### src/rtl/burst_load_pkg.sv
// burst_load_pkg
//   Shared definitions for the burst load engine: FSM state encoding,
//   burst-code and byte-code decode helpers, and the default SMC address
//   interleave step.
package burst_load_pkg;

    localparam int LDB_INTLV_STEP = 64;
    localparam int LDB_BYTE_CNT   = 16;

    typedef enum logic [2:0] {
        ST_IDLE    = 3'd0,
        ST_SCAN    = 3'd1,
        ST_AR_REQ  = 3'd2,
        ST_RD_DATA = 3'd3,
        ST_DONE    = 3'd4
    } ldb_state_t;

    // Burst code to AXI len (beats - 1): 00=1, 01=2, 10=4, 11=8 beats.
    function automatic logic [7:0] brst_to_len(input logic [1:0] brst);
        logic [7:0] len;
        case (brst)
            2'b00:   len = 8'd0;
            2'b01:   len = 8'd1;
            2'b10:   len = 8'd3;
            default: len = 8'd7;
        endcase
        return len;
    endfunction

    // Byte code to byte-enable mask: 0 enables every byte, n enables the low n bytes.
    function automatic logic [LDB_BYTE_CNT-1:0] byte_code_to_mask(input logic [3:0] code);
        logic [LDB_BYTE_CNT-1:0] mask;
        mask = '0;
        for (int i = 0; i < LDB_BYTE_CNT; i++) begin
            mask[i] = (code == 4'd0) || (i < int'(code));
        end
        return mask;
    endfunction

endpackage

### src/rtl/ldb_smc_scan.sv
// ldb_smc_scan
//   Combinational priority finder: returns the lowest enabled SMC whose
//   index is at or above start_idx.
// Ports:
//   strb       in   SMC enable bits
//   start_idx  in   first index eligible for selection
//   found      out  an eligible SMC exists
//   idx        out  index of that SMC (0 when none is found)
module ldb_smc_scan #(
    parameter int SMC_COUNT = 6,
    parameter int IDX_W     = 3
) (
    input  logic [SMC_COUNT-1:0] strb,
    input  logic [IDX_W-1:0]     start_idx,
    output logic                 found,
    output logic [IDX_W-1:0]     idx
);

    // Walk from the top down so the lowest eligible index wins.
    always_comb begin
        found = 1'b0;
        idx   = '0;
        for (int i = SMC_COUNT - 1; i >= 0; i--) begin
            if (strb[i] && (IDX_W'(i) >= start_idx)) begin
                found = 1'b1;
                idx   = IDX_W'(i);
            end
        end
    end

endmodule

### src/rtl/burst_load.sv
// burst_load
//   Burst Load engine. Accepts an LDB command, issues one read burst per
//   enabled SMC to axi_ldb, and writes the returned beats into the target
//   UR with the command's byte mask.
//   Optional feature macro: BURST_LOAD_TIMEOUT_EN adds an 8-bit stall
//   counter that abandons a stuck request or burst after TIMEOUT_CYCLES.
// Ports:
//   clk, rst                 clock, synchronous active-high reset
//   ldb_u_*                  command in (valid/ready + fields)
//   ldb_d_*                  completion out, held until ldb_d_ready
//   state                    debug state
//   ldb2ldb_valid/ready/addr/burst_len   read-burst request to axi_ldb
//   ldb2ldb_rvalid/rdata/rlast           read beats (never backpressured)
//   ur_we/wid/waddr/wdata/wstrb          UR write port
//
// state   | meaning
// IDLE    | ready for a command
// SCAN    | pick next enabled SMC, or finish
// AR_REQ  | read request held until accepted
// RD_DATA | write returned beats into the UR
// DONE    | completion held until acknowledged
module burst_load
    import burst_load_pkg::*;
#(
    parameter int ADDR_WIDTH     = 32,
    parameter int DATA_WIDTH     = 128,
    parameter int SMC_COUNT      = 6,
    parameter int UR_BYTE_CNT    = 16,
    parameter int INTLV_STEP     = LDB_INTLV_STEP,
    parameter int TIMEOUT_CYCLES = 127
) (
    input  logic                   clk,
    input  logic                   rst,
    input  logic                   ldb_u_valid,
    output logic                   ldb_u_ready,
    input  logic [SMC_COUNT-1:0]   ldb_u_smc_strb,
    input  logic [3:0]             ldb_u_byte_strb,
    input  logic [1:0]             ldb_u_brst,
    input  logic [ADDR_WIDTH-1:0]  ldb_u_gr_base_addr,
    input  logic [3:0]             ldb_u_ur_id,
    input  logic [10:0]            ldb_u_ur_addr,
    output logic                   ldb_d_valid,
    output logic                   ldb_d_done,
    output logic                   ldb_d_err,
    input  logic                   ldb_d_ready,
    output logic [2:0]             state,
    output logic                   ldb2ldb_valid,
    input  logic                   ldb2ldb_ready,
    output logic [ADDR_WIDTH-1:0]  ldb2ldb_addr,
    output logic [7:0]             ldb2ldb_burst_len,
    input  logic                   ldb2ldb_rvalid,
    input  logic [DATA_WIDTH-1:0]  ldb2ldb_rdata,
    input  logic                   ldb2ldb_rlast,
    output logic                   ur_we,
    output logic [3:0]             ur_wid,
    output logic [10:0]            ur_waddr,
    output logic [DATA_WIDTH-1:0]  ur_wdata,
    output logic [UR_BYTE_CNT-1:0] ur_wstrb
);

    // Index must be able to hold SMC_COUNT (one past the last SMC).
    localparam int IDX_W = $clog2(SMC_COUNT + 1);

    if (TIMEOUT_CYCLES < 1 || TIMEOUT_CYCLES > 255) begin : g_bad_timeout
        $error("TIMEOUT_CYCLES must fit the 8-bit stall counter");
    end

    ldb_state_t state_q, state_d;

    logic [SMC_COUNT-1:0]   cmd_strb;
    logic [UR_BYTE_CNT-1:0] cmd_mask;
    logic [7:0]             cmd_len;
    logic [ADDR_WIDTH-1:0]  cmd_base;
    logic [3:0]             cmd_ur_id;
    logic [10:0]            ur_ptr;
    logic [IDX_W-1:0]       smc_idx;
    logic [IDX_W-1:0]       cur_idx;
    logic [8:0]             beat_cnt;
    logic                   err_flag;

    logic                   scan_found;
    logic [IDX_W-1:0]       scan_idx;
    logic                   in_rd;
    logic                   beat_ok;
    logic                   last_beat;
    logic [8:0]             beats_seen;
    logic                   count_bad;
    logic                   timeout_hit;

    ldb_smc_scan #(
        .SMC_COUNT (SMC_COUNT),
        .IDX_W     (IDX_W)
    ) u_scan (
        .strb      (cmd_strb),
        .start_idx (smc_idx),
        .found     (scan_found),
        .idx       (scan_idx)
    );

    assign in_rd      = (state_q == ST_RD_DATA);
    // beat_cnt counts accepted beats; a beat is accepted while fewer than len+1 have landed.
    assign beat_ok    = in_rd && ldb2ldb_rvalid && (beat_cnt <= {1'b0, cmd_len});
    assign last_beat  = in_rd && ldb2ldb_rvalid && ldb2ldb_rlast;
    assign beats_seen = beat_cnt + {8'd0, beat_ok};
    assign count_bad  = (beats_seen != ({1'b0, cmd_len} + 9'd1));

`ifdef BURST_LOAD_TIMEOUT_EN
    logic [7:0] stall_cnt;
    logic       stall_busy;
    logic       stall_event;

    assign stall_busy  = (state_q == ST_AR_REQ) || in_rd;
    assign stall_event = ((state_q == ST_AR_REQ) && ldb2ldb_ready) || (in_rd && ldb2ldb_rvalid);
    assign timeout_hit = stall_busy && !stall_event && (stall_cnt == 8'(TIMEOUT_CYCLES - 1));

    always_ff @(posedge clk) begin
        if (rst) begin
            stall_cnt <= '0;
        end else if (stall_busy && !stall_event && !timeout_hit) begin
            stall_cnt <= stall_cnt + 8'd1;
        end else begin
            stall_cnt <= '0;
        end
    end
`else
    assign timeout_hit = 1'b0;
`endif

    always_ff @(posedge clk) begin
        if (rst) begin
            state_q <= ST_IDLE;
        end else begin
            state_q <= state_d;
        end
    end

    always_comb begin
        state_d = state_q;
        case (state_q)
            ST_IDLE:    if (ldb_u_valid) state_d = ST_SCAN;
            ST_SCAN:    state_d = scan_found ? ST_AR_REQ : ST_DONE;
            ST_AR_REQ: begin
                if (ldb2ldb_ready) begin
                    state_d = ST_RD_DATA;
                end else if (timeout_hit) begin
                    state_d = ST_SCAN;
                end
            end
            ST_RD_DATA: if (last_beat || timeout_hit) state_d = ST_SCAN;
            ST_DONE:    if (ldb_d_ready) state_d = ST_IDLE;
            default:    state_d = ST_IDLE;
        endcase
    end

    always_ff @(posedge clk) begin
        if (rst) begin
            cmd_strb          <= '0;
            cmd_mask          <= '0;
            cmd_len           <= '0;
            cmd_base          <= '0;
            cmd_ur_id         <= '0;
            ur_ptr            <= '0;
            smc_idx           <= '0;
            cur_idx           <= '0;
            beat_cnt          <= '0;
            err_flag          <= 1'b0;
            ldb2ldb_addr      <= '0;
            ldb2ldb_burst_len <= '0;
            ur_we             <= 1'b0;
            ur_wid            <= '0;
            ur_waddr          <= '0;
            ur_wdata          <= '0;
            ur_wstrb          <= '0;
        end else begin
            ur_we <= 1'b0;
            case (state_q)
                ST_IDLE: begin
                    if (ldb_u_valid) begin
                        cmd_strb  <= ldb_u_smc_strb;
                        cmd_mask  <= UR_BYTE_CNT'(byte_code_to_mask(ldb_u_byte_strb));
                        cmd_len   <= brst_to_len(ldb_u_brst);
                        cmd_base  <= ldb_u_gr_base_addr;
                        cmd_ur_id <= ldb_u_ur_id;
                        ur_ptr    <= ldb_u_ur_addr;
                        smc_idx   <= '0;
                        err_flag  <= 1'b0;
                    end
                end
                ST_SCAN: begin
                    if (scan_found) begin
                        cur_idx           <= scan_idx;
                        ldb2ldb_addr      <= cmd_base
                                           + ADDR_WIDTH'(scan_idx) * ADDR_WIDTH'(INTLV_STEP);
                        ldb2ldb_burst_len <= cmd_len;
                    end
                end
                ST_AR_REQ: begin
                    if (ldb2ldb_ready) begin
                        beat_cnt <= '0;
                    end else if (timeout_hit) begin
                        err_flag <= 1'b1;
                        smc_idx  <= cur_idx + IDX_W'(1);
                    end
                end
                ST_RD_DATA: begin
                    if (beat_ok) begin
                        ur_we    <= 1'b1;
                        ur_wid   <= cmd_ur_id;
                        ur_waddr <= ur_ptr;
                        ur_wdata <= ldb2ldb_rdata;
                        ur_wstrb <= cmd_mask;
                        ur_ptr   <= ur_ptr + 11'd1;
                        beat_cnt <= beat_cnt + 9'd1;
                    end
                    // Surplus beats are swallowed but poison the completion.
                    if (ldb2ldb_rvalid && !beat_ok) begin
                        err_flag <= 1'b1;
                    end
                    if ((last_beat && count_bad) || timeout_hit) begin
                        err_flag <= 1'b1;
                    end
                    if (last_beat || timeout_hit) begin
                        smc_idx <= cur_idx + IDX_W'(1);
                    end
                end
                default: ;
            endcase
        end
    end

    assign ldb_u_ready   = (state_q == ST_IDLE);
    assign ldb2ldb_valid = (state_q == ST_AR_REQ);
    assign ldb_d_valid   = (state_q == ST_DONE);
    assign ldb_d_done    = (state_q == ST_DONE);
    assign ldb_d_err     = (state_q == ST_DONE) && err_flag;
    assign state         = state_q;

endmodule

### config.mk
export PLATFORM = sky130hd
export DESIGN_NAME = burst_load
export DESIGN_NICKNAME = d
export VERILOG_FILES = /design/src/rtl/burst_load_pkg.sv /design/src/rtl/ldb_smc_scan.sv /design/src/rtl/burst_load.sv
export SDC_FILE = /design/constraint.sdc
export NUM_CORES = 1
export LEC_CHECK = 0
export BUFFER_PORTS_ARGS = -buffer_cell sky130_fd_sc_hd__buf_2
export CORE_UTILIZATION = 40
export CTS_BUF_LIST = sky130_fd_sc_hd__clkbuf_8
export DETAILED_ROUTE_END_ITERATION = 10
export PLACE_DENSITY = 0.67
export RECOVER_POWER = 25
export SLEW_MARGIN = 20
export SYNTH_ARGS = -nofsm -noshare
export SYNTH_HDL_FRONTEND = slang
export SYNTH_SLANG_ARGS = --single-unit
export TNS_END_PERCENT = 20
### constraint.sdc
create_clock -name clk -period 4.07 [get_ports clk]
set_clock_uncertainty 0.2 [all_clocks]
set_input_delay 0.407 -clock clk [delete_from_list [all_inputs] [get_ports clk]]
set_output_delay 0.407 -clock clk [all_outputs]
set_load 0.005 [all_outputs]
== Word level (Yosys, flattened, before mapping) ==
Cells that the tools add are included.

* Register bits after elaboration: 296
* Latch bits: 0
* Bits in writable memories: 0
* Bits in read-only memories: 0
* Input port bits: 194
* Output and inout port bits: 208
* Word-level logic and storage cells: 135
* Memories kept: 0

* $add $sub $neg: 6
* Multiply operators: 0
* Divide/modulo/power cells: 0
* Order comparisons: 22
* Equality and inequality tests: 13
* Shifts and indexed selects: 0
* Mux-type cells: 33
* Bitwise logic cells: 1
* Reductions and logical operators: 42

{| class="wikitable"
|+ Operator list
! operator !! number
|-
| 2-to-1 mux 3 bit || 13
|-
| adder 32 x 9 -> 32 bit || 1
|-
| less-than comparator 4 bit, first input constant || 7
|-
| 2-to-1 mux 11 bit || 2
|-
| one-hot mux 11 bit (2 select lines) || 1
|-
| 2-to-1 mux 9 bit || 2
|-
| one-hot mux 9 bit (2 select lines) || 1
|-
| less-than comparator 3 x 4 -> 1 bit, first input constant || 4
|-
| logical OR 1 bit || 15
|-
| one-hot mux 3 bit (5 select lines) || 1
|-
| logical AND 1 bit || 12
|-
| AND reduction 3 bit || 4
|-
| adder 11 x 1 -> 11 bit, second input constant || 1
|-
| 2-to-1 mux 1 bit || 10
|-
| adder 8 x 1 -> 9 bit, second input constant || 1
|-
| adder 9 x 1 -> 9 bit || 1
|-
| adder 9 x 1 -> 9 bit, second input constant || 1
|-
| <= comparator 9 x 8 -> 1 bit || 1
|-
| inequality test 9 bit || 1
|-
| one-hot mux 3 bit (3 select lines) || 1
|-
| less-than comparator 1 x 4 -> 1 bit, first input constant || 2
|-
| less-than comparator 2 x 4 -> 1 bit, first input constant || 2
|-
| inequality test 2 x 1 -> 1 bit, second input constant || 4
|-
| equality test 3 x 2 -> 1 bit, second input constant || 2
|-
| other kinds (21) || 27
|}

== Longest topological paths before layout ==
Gate-level depths: netlist (run 1).

* Depth after elaboration: 10
* Depth in mapped cells: 14
* Gate-level depth less buffers: 13

== Hierarchy ==
From an unflattened synthesis (run 1), not the netlist that was laid out.

* Cell total of the unflattened synthesis: 1453
* Area total of the unflattened synthesis: 11405.9 µm²

{| class="wikitable"
|+ By module, submodules not included
! module !! times used !! cells an instance !! area an instance (µm²) !! seq. area each (µm²)
|-
| burst_load || 1 || 1431 || 11262.1 || 5725.5
|-
| ldb_smc_scan || 1 || 22 || 143.9 || 0.0
|}

== Least setup slack after synthesis (run 1) ==
No wires, ideal clock.

* Kind: reg2reg
* Start: reg smc_idx[0]
* End: reg ldb2ldb_addr[26]
* Setup time: 86 ps
* Arrival: 2533 ps
* Required time: 3784 ps
* Setup slack: 1252 ps
* Cell stages (with the launch flop): 14
* Path buffers: 1
* Period minus slack after synthesis: 2818 ps
* Path through: dfxtp_1 -> a21oi_1 -> o32a_1 -> a21oi_1 -> a31o_2 -> ha_1 -> fa_1 -> a21o_1 -> nand3_1 -> or3_1 -> clkbuf_1 -> nor3_2 -> xnor2_1 -> a211oi_1

* Cells in the longest elaborated chain, start to end: 9
* Elaborated cells on any way between the ends: 26
* Classes of those cells: add/sub: 1; order compare: 6; mux: 12; reduce/logical: 7

{| class="wikitable"
|+ Ends and longest elaborated chain
! element !! RTL line !! RTL
|-
| start, declared || burst_load.sv:76 || <nowiki>logic [IDX_W-1:0] smc_idx;</nowiki>
|-
| start signal, assigned || burst_load.sv:202 || <nowiki>smc_idx <= cur_idx + IDX_W'(1);</nowiki>
|-
| start signal, assigned || burst_load.sv:223 || <nowiki>smc_idx <= cur_idx + IDX_W'(1);</nowiki>
|-
| >= comparator 3 bit || ldb_smc_scan.sv:24 || <nowiki>if (strb[i] && (IDX_W'(i) >= start_idx)) begin</nowiki>
|-
| logical AND 1 bit || ldb_smc_scan.sv:24 ||
|-
| 2-to-1 mux 3 bit (5 in series) || ldb_smc_scan.sv:24 ||
|-
| 2-to-1 mux 3 bit (*) || ldb_smc_scan.sv:24 ||
|-
| named net scan_idx[0] || burst_load.sv:82 || <nowiki>logic [IDX_W-1:0] scan_idx;</nowiki>
|-
| adder 32 x 9 -> 32 bit (*) || burst_load.sv:193 || <nowiki>+ ADDR_WIDTH'(scan_idx) * ADDR_WIDTH'(INTLV_STEP);</nowiki>
|-
| end signal, assigned || burst_load.sv:192 || <nowiki>ldb2ldb_addr <= cmd_base</nowiki>
|-
| end, declared || burst_load.sv:49 || <nowiki>output logic [ADDR_WIDTH-1:0] ldb2ldb_addr,</nowiki>
|}

Mark *: on every way through the listed nets, which the timed path passes. The rest lies on a longest branch.
A chain may end at the register's enable or synchronous reset.

== Worst setup path after layout (run 1) ==
* Start: reg cmd_len[2]
* End: reg err_flag

* Cells in the longest elaborated chain, start to end: 7
* Elaborated cells on any way between the ends: 12
* Classes of those cells: add/sub: 2; order compare: 1; eq/ne: 2; mux: 2; reduce/logical: 5

{| class="wikitable"
|+ Ends and longest elaborated chain
! element !! RTL line !! RTL
|-
| start, declared || burst_load.sv:72 || <nowiki>logic [7:0] cmd_len;</nowiki>
|-
| start signal, assigned || burst_load.sv:181 || <nowiki>cmd_len <= brst_to_len(ldb_u_brst);</nowiki>
|-
| <= comparator 9 x 8 -> 1 bit (*) || burst_load.sv:102 || <nowiki>assign beat_ok = in_rd && ldb2ldb_rvalid && (beat_cnt <= {1'b0, cmd_len});</nowiki>
|-
| logical AND 1 bit (*) || burst_load.sv:102 ||
|-
| named net beat_ok || burst_load.sv:84 || <nowiki>logic beat_ok;</nowiki>
|-
| adder 9 x 1 -> 9 bit || burst_load.sv:104 || <nowiki>assign beats_seen = beat_cnt + {8'd0, beat_ok};</nowiki>
|-
| inequality test 9 bit || burst_load.sv:105 || <nowiki>assign count_bad = (beats_seen != ({1'b0, cmd_len} + 9'd1));</nowiki>
|-
| logical AND 1 bit || burst_load.sv:219 || <nowiki>if ((last_beat && count_bad) || timeout_hit) begin</nowiki>
|-
| inequality test 3 x 1 -> 1 bit (no source line) / 2-to-1 mux 1 bit (equally long branches) || n/a ||
|-
| AND reduction 3 bit (no source line) / one-hot mux 1 bit (2 select lines) (equally long branches) || n/a ||
|-
| end signal, assigned || burst_load.sv:201 || <nowiki>err_flag <= 1'b1;</nowiki>
|-
| end signal, assigned || burst_load.sv:217 || <nowiki>err_flag <= 1'b1;</nowiki>
|-
| end signal, assigned || burst_load.sv:220 || <nowiki>err_flag <= 1'b1;</nowiki>
|-
| end, declared || burst_load.sv:79 || <nowiki>logic err_flag;</nowiki>
|}

Marked as above.

==> results.py, run 1 <==
metrics = {
    "power": {
        "p_leak_nw": 6.49,
        "vdd_drop_max_mv": 0.280,
        "pwr-share-comb_pct": 12.7,
        "switching_power_mw": 1.68,
        "seqPwrFrac_pct": 47.6,
        "swShare_pct": 26.4,
        "cellPowerDensity_nw_per_um2": 395,
        "p_int_mw": 4.69,
        "p_clk_share_pct": 39.7,
    },
    "synthesis": {
        "ys_ff_latch": 286,
        "synth-edff-count": 0,
        "synth_top_area_share_pct": 50.9,
        "yosysWarnings": 0,
        "syn_inst": 1429,
        "yosysSeqAreaShare_pct": 50.9,
        "yosys.cell_types.count": 62,
        "synthFlopType": "dfxtp_1",
        "netlist_area_um2": 11200,
        "synth_common_cells": "nand2_1 (471), dfxtp_1 (286), a21oi_1 (246)",
        "yosysMostFrequentCell": "nand2_1",
        "synthTopCellsByArea": "dfxtp_1 (51%), nand2_1 (16%), a21oi_1 (11%)",
        "synth_top_area_cell": "dfxtp_1",
        "ys_async_sr_fraction_pct": 0,
        "syn_avg_cell_area_um2": 7.86,
    },
    "critical_path": {
        "critPathSlowestCell": "o32ai_1",
        "cp-endpoint": "err_flag",
        "crit_path_start": "cmd_len[2]",
        "arrival_ns": 3.53,
        "r2r_end": "err_flag",
        "r2r_slack_ns": 0.73,
        "cp_top_family": "compound AO/OA/AOI/OAI gates",
        "cp-end-kind": "flop",
        "crit_fanout": 5,
        "r2r_start": "cmd_len[2]",
        "crit_chain": "inv_1 > ha_1 > nand2_1 > o32ai_1 > nor4_2 > ha_1 > ha_1 > nand3_1 > nor3b_1 > o211a_1 > o221ai_1 > o21ai_0 > o311ai_0",
        "cp-start-kind": "flop",
        "cp_slowest_stage_delay_ns": 0.49,
        "critical_path.most_common_cell": "ha_1",
        "crit_cells": 13,
        "reg2reg_depth": 13,
        "crit_buf_inv": 1,
        "cp.required_ns": 4.26,
        "crit_type": "flop to flop",
    },
    "detailed_routing": {
        "drt_first_pass_iters": 6,
        "drc": 0,
        "num_vias": 11775,
        "wl_per_cell_um": 15.4,
        "drtAntennaViolNets": 0,
        "vias_per_cell": 4.94,
        "wl_mm": 36.6,
        "drtIter0Drc": 722,
    },
    "timing": {
        "finalSetupViolCount": 0,
        "maxSlewViolCount": 0,
        "worst-slew-pin-transition_ns": 1.12,
        "post-route-min-period_ns": 3.34,
        "hold_viol_final": 0,
        "finalCritPeriodShare_pct": 82.1,
        "max-slew-margin-rel_pct": 24.8,
        "setup_tns_ns": 0,
        "rsz0062_at_grt": "no",
        "max_freq_mhz": 299,
        "setup_ws_ns": 0.730,
    },
    "global_route": {
        "grt_max_degree": 121,
        "grt_pass1_vias": 11106,
        "grt.total_usage_pct": 24.1,
        "grt_antenna_before_repair": 2,
        "gr-total-overflow": 0,
        "grt_pass1_wl_mm": 56.4,
    },
    "floorplan": {
        "die_area_um2": 28800,
        "die_h_um": 170,
        "die_w_um": 170,
        "rows": 60,
        "io_pins": 402,
        "start_util_pct": 41.2,
        "core-area_um2": 27300,
    },
    "clocking": {
        "clock-sinks": 286,
        "cts.clk_slew.worst_paths_ns": 0.06,
        "post-cts-setup-buffers": 0,
        "cts_buffer_depth": 3,
        "root_buffer": "clkbuf_8",
        "htree_levels": 2,
        "cts_inserted_buffers": 49,
        "clock_latency_ns": 0.55,
        "cts_tree": "done",
    },
    "placed_design": {
        "hpwlAfterDp_mm": 22.7,
        "portBuffers": 396,
        "dp_slack_ns": 0.782,
        "place_congestion": 0.865,
    },
    "finish": {
        "area_growth_pct": 43.5,
        "final_util_pct": 59.2,
        "drive_gt1_share_pct": 20.6,
        "nets": 2179,
    },
    "job": {
        "drv_cap": 0,
    },
    "min_path": {
        "hold_class": "input port to flop",
    },
    "outcome": {
        "status": "finished, final reports clean",
    },
}
-- metrics by stage --
| step | hold slack, ns | instance area [um2] | power [mW] | instances |
|---|---|---|---|---|
| 6_report | 0.0388 | 16100 | 6.37 | 2386 |
| 2_1_floorplan | 0.232 | 11300 | 3.48 | 1433 |
| 3_5_place_dp | 0.240 | 13400 | 3.75 | 2109 |
| 5_1_grt | 0.0345 | 16100 | 6.65 | 2385 |
| 3_3_place_gp | 0.235 | 13400 | 3.73 | 2109 |
| 4_1_cts | 0.00219 | 16200 | 6.43 | 2384 |
-- registers in the layout (all words and copies together) (netlist names), 4 cells and up --
register and count:
ur_wdata 128, cmd_base 32, ldb2ldb_addr 32, cmd_mask 16, ur_wstrb 16, ur_ptr 11
ur_waddr 11, beat_cnt 9, cmd_strb 6, cmd_ur_id 4, ur_wid 4
-- cell usage in the layout (no fill, tap or decap), types with 4 or more instances in the layout --
cell,Yosys,final
nand2_1,471,470
nor3_1,29,29
or3_1,5,5
and3_1,4,4
a21oi_1,246,246
dfxtp_1,286,286
nand3_1,21,21
buf_2,34,313
and2_1,7,7
ha_1,12,12
inv_1,14,36
buf_12,0,4
clkbuf_8,0,60
clkbuf_1,50,81
dlygate4sd3_1,0,184
nand4_1,8,8
nor3b_1,6,6
nor2_1,71,70
buf_4,6,8
clkinv_2,0,8
nor2b_1,8,8
a211oi_1,34,34
conb_1,1,5
xor2_1,10,10
nor4_2,2,4
o21ai_0,17,17
xnor2_1,21,21
-- kinds of logic (layout without fill, tap and decap cells) --
logic type	after synthesis	in the layout	share of synthesized area, %
buf+inv	118	697	4.65
other cells	1	7	0.0334
simple gates	651	651	24.0
xor+xnor	31	31	2.42
compound gates	329	329	16.4
fa+ha+maj	13	13	1.51
flops	286	286	50.9
-- per-layer routing --
layer  share of wire, %  GRT usage [%]
met1                 40           28.2
met2                 48           41.1
met3                7.1           6.13
met4                4.6           11.5
met5                  0              0
-- worst min-delay path by stage --
stage          slack, ns              start         endpoint  cells after the start
6_report            0.04   ldb_u_ur_addr[3]        ur_ptr[3]                      4
5_1_grt             0.03  ldb_u_ur_addr[10]       ur_ptr[10]                      5
4_1_cts            0.002   ldb_u_ur_addr[3]        ur_ptr[3]                      4
3_5_place_dp        0.24       ur_wdata[40]     ur_wdata[40]                      2
3_3_place_gp        0.23      ur_wdata[109]    ur_wdata[109]                      2
2_1_floorplan       0.23        cmd_base[0]  ldb2ldb_addr[0]                      2
-- power groups by stage --
stage                     Clock [mW]  Sequential [mW]  Combinational, mW
after floorplan                    0             3.07              0.416
after global placement             0             3.08              0.649
after detailed placement           0             3.09              0.660
after CTS                       2.60             3.03              0.804
after global routing            2.72             3.05              0.889
final                           2.53             3.03              0.806
-- area by class of cell --
cell class                      instances  area, um2
Fill cell                            2435      11100
Sequential cell                       286       5730
Multi-Input combinational cell       1029       5030
Timing Repair Buffer                  592       3870
Clock buffer                           59        812
Tap cell                              372        465
Clock inverter                         32        160
Inverter                               14       52.6
Antenna cell                            2       5.00
-- tightest hold or removal path: stages --
cell       delay [ns]
buf_2            0.08
a21oi_1          0.06
a2bb2oi_1        0.13
nor2_1           0.07
-- repair_timing --
item / in CTS / in global routing
hold buffers: 184 / 0
hold endpoints to repair: 184 / 0
gates resized for setup: 0 / 0
Power figures use the tool's default switching activity.
==> inputs of run 2 (changes only) <==
--- a/config.mk
+++ b/config.mk
@@ -9,7 +9,7 @@
 export CORE_UTILIZATION = 40
 export CTS_BUF_LIST = sky130_fd_sc_hd__clkbuf_8
 export DETAILED_ROUTE_END_ITERATION = 10
-export PLACE_DENSITY = 0.67
+export PLACE_DENSITY = 0.69
 export RECOVER_POWER = 25
 export SLEW_MARGIN = 20
 export SYNTH_ARGS = -nofsm -noshare
==> constraint.sdc (replaced) <==
create_clock -name clk -period 2.92 [get_ports clk]
set_clock_uncertainty 0.2 [all_clocks]
set_input_delay 0.292 -clock clk [delete_from_list [all_inputs] [get_ports clk]]
set_output_delay 0.292 -clock clk [all_outputs]
set_load 0.005 [all_outputs]
==> results.py, run 2 (synthesized netlist as in run 1, its figures left out) <==
metrics = {
    "critical_path": {
        "crit_chain": "inv_1 > o32a_1 > a21oi_2 > a31o_2 > ha_2 > fa_1 > a21o_1 > nand3_2 > or3_4 > nor3_4 > xnor2_1 > a211oi_1",
        "reg2reg_depth": 12,
        "cp-end-kind": "flop",
        "crit_fanout": 6,
        "cp.required_ns": 3.19,
        "arrival_ns": 3.13,
        "critPathSlowestCell": "or3_4",
        "cp_slowest_stage_delay_ns": 0.48,
        "cp-start-kind": "flop",
        "crit_type": "flop to flop",
    },
    "power": {
        "p_int_mw": 6.46,
        "seqPwrFrac_pct": 48.1,
        "switching_power_mw": 2.33,
        "swShare_pct": 26.6,
        "vdd_drop_max_mv": 0.434,
        "cellPowerDensity_nw_per_um2": 532,
        "pwr-share-comb_pct": 13.6,
        "p_leak_nw": 6.62,
        "p_clk_share_pct": 38.4,
    },
    "timing": {
        "setup_tns_ns": 0,
        "finalCritPeriodShare_pct": 98.0,
        "max-slew-margin-rel_pct": 48.7,
        "setup_ws_ns": 0.0589,
        "finalSetupViolCount": 0,
        "worst-slew-pin-transition_ns": 0.768,
        "hold_viol_final": 0,
        "rsz0062_at_grt": "yes",
        "post-route-min-period_ns": 2.86,
        "max_freq_mhz": 350,
        "maxSlewViolCount": 0,
        "whs_ns": 0.117,
    },
    "finish": {
        "drive_gt1_share_pct": 22.1,
        "layout.cells.non_filler": 2416,
        "reg_top3": "ur_wdata: 128 flops, cmd_base: 32 flops, ldb2ldb_addr: 32 flops",
        "nets": 2216,
        "largest_reg_flops": 128,
        "layout_common_cells": "nand2_1 (470), buf_2 (304), dfxtp_1 (284), a21oi_1 (244), dlygate4sd3_1 (194)",
        "layout_commonest_cell": "nand2_1",
        "regMostFlops": "ur_wdata",
        "area_growth_pct": 46.9,
        "final_util_pct": 60.6,
    },
    "detailed_routing": {
        "vias_per_cell": 5.05,
        "drtIter0Drc": 674,
        "num_vias": 12209,
        "drtAntennaViolNets": 0,
        "drc": 0,
        "wl_mm": 38.0,
        "drt_first_pass_iters": 5,
        "wl_per_cell_um": 15.7,
    },
    "placed_design": {
        "dp_cells": 2135,
        "portBuffers": 396,
        "dp_slack_ns": -0.147,
        "hpwlAfterDp_mm": 23.5,
        "place_congestion": 0.832,
    },
    "min_path": {
        "whs_path_depth": 2,
        "hold_class": "input port to flop",
    },
    "clocking": {
        "cts_tree": "done",
        "cts.clk_slew.worst_paths_ns": 0.06,
        "clock_latency_ns": 0.56,
        "root_buffer": "clkbuf_8",
        "cts_inserted_buffers": 48,
        "clock-sinks": 286,
        "cts_buffer_depth": 3,
        "htree_levels": 2,
    },
    "floorplan": {
        "die_h_um": 170,
        "die_area_um2": 28800,
        "io_pins": 402,
        "core-area_um2": 27300,
        "rows": 60,
        "die_w_um": 170,
        "start_util_pct": 41.2,
    },
    "global_route": {
        "grt_max_degree": 97,
        "gr-total-overflow": 0,
        "grt.total_usage_pct": 25.4,
        "grt_pass1_wl_mm": 59.1,
        "grt_pass1_vias": 11626,
        "grt_antenna_before_repair": 1,
    },
    "job": {
        "drv_cap": 0,
    },
    "outcome": {
        "status": "finished, final reports clean",
    },
}
==> run 2: cell types whose count changed in the layout (fill, tap and decap cells not counted), moves of 3 or more <==
cell           before  now
dlygate4sd3_1     184  194
buf_4               8   33
a211oi_2            1    4
clkbuf_1           81   91
buf_2             313  304
inv_1              36   31
a211oi_1           34   31
ha_4                0    3
buf_12              4    7
ha_1               12    7
==> run 2: layout make-up <==
cell class	count	area, um2
clock buffer	58	798
sequential	286	5730
timing repair buffer	630	4210
multi-input combinational	1029	5140
fill	2349	10700
clock inverter	26	115
tap	372	465
inverter	14	52.6
antenna	1	2.50
==> run 2: path summary, 6_finish.rpt <==
path	startpoint	endpoint	slack [ns]
setup / recovery	cmd_strb[5]	ldb2ldb_addr[26]	0.06
hold / removal	rst	smc_idx[2]	0.12
setup reg to reg	cmd_strb[5]	ldb2ldb_addr[26]	0.06
hold reg to reg	ur_waddr[7]	ur_waddr[7]	0.25
==> run 2: worst max-delay path: cells and delay by family, from the launching register on <==
kind / cells / cell delay, ns
AO/OA/AOI/OAI: 5 / 0.99
adder cells (fa/ha/maj): 2 / 0.37
XOR/XNOR: 1 / 0.08
AND/OR/NAND/NOR: 3 / 0.72
flip-flops: 1 / 0.34
buffers and inverters: 1 / 0.06
==> run 2: power groups by stage <==
stage | Clock, mW | Sequential, mW | Combinational [mW]
floorplan | 0 | 4.28 | 0.580
finish | 3.37 | 4.22 | 1.19
global placement | 0 | 4.30 | 0.933
CTS | 3.45 | 4.22 | 1.17
global route | 3.63 | 4.25 | 1.32
detailed placement | 0 | 4.30 | 0.955
==> run 2: repair_timing <==
action | CTS | global route
gates resized for setup | 3 | 23
setup buffers | 0 | 2
endpoints found under the hold margin | 199 | 0
hold buffers | 194 | 0
pin swaps | 2 | 4
setup endpoints to repair | 9 | 16
==> run 2: layer usage <==
layer / up-vias / global-route usage [%] / wire length (um)
li1: 5912 / - / -
met1: 5602 / 29.1 / 14800
met2: 547 / 43.5 / 18400
met3: 148 / 6.72 / 2880
met4: 0 / 13.0 / 1900
met5: - / 0 / 0
==> run 2: per-stage QoR <==
stage               power [mW]  cell area [um2]
floorplan                 4.86            11300
global placement          5.23            13600
detailed placement        5.26            13600
CTS                       8.84            16500
global route              9.19            16500
finish                    8.79            16500
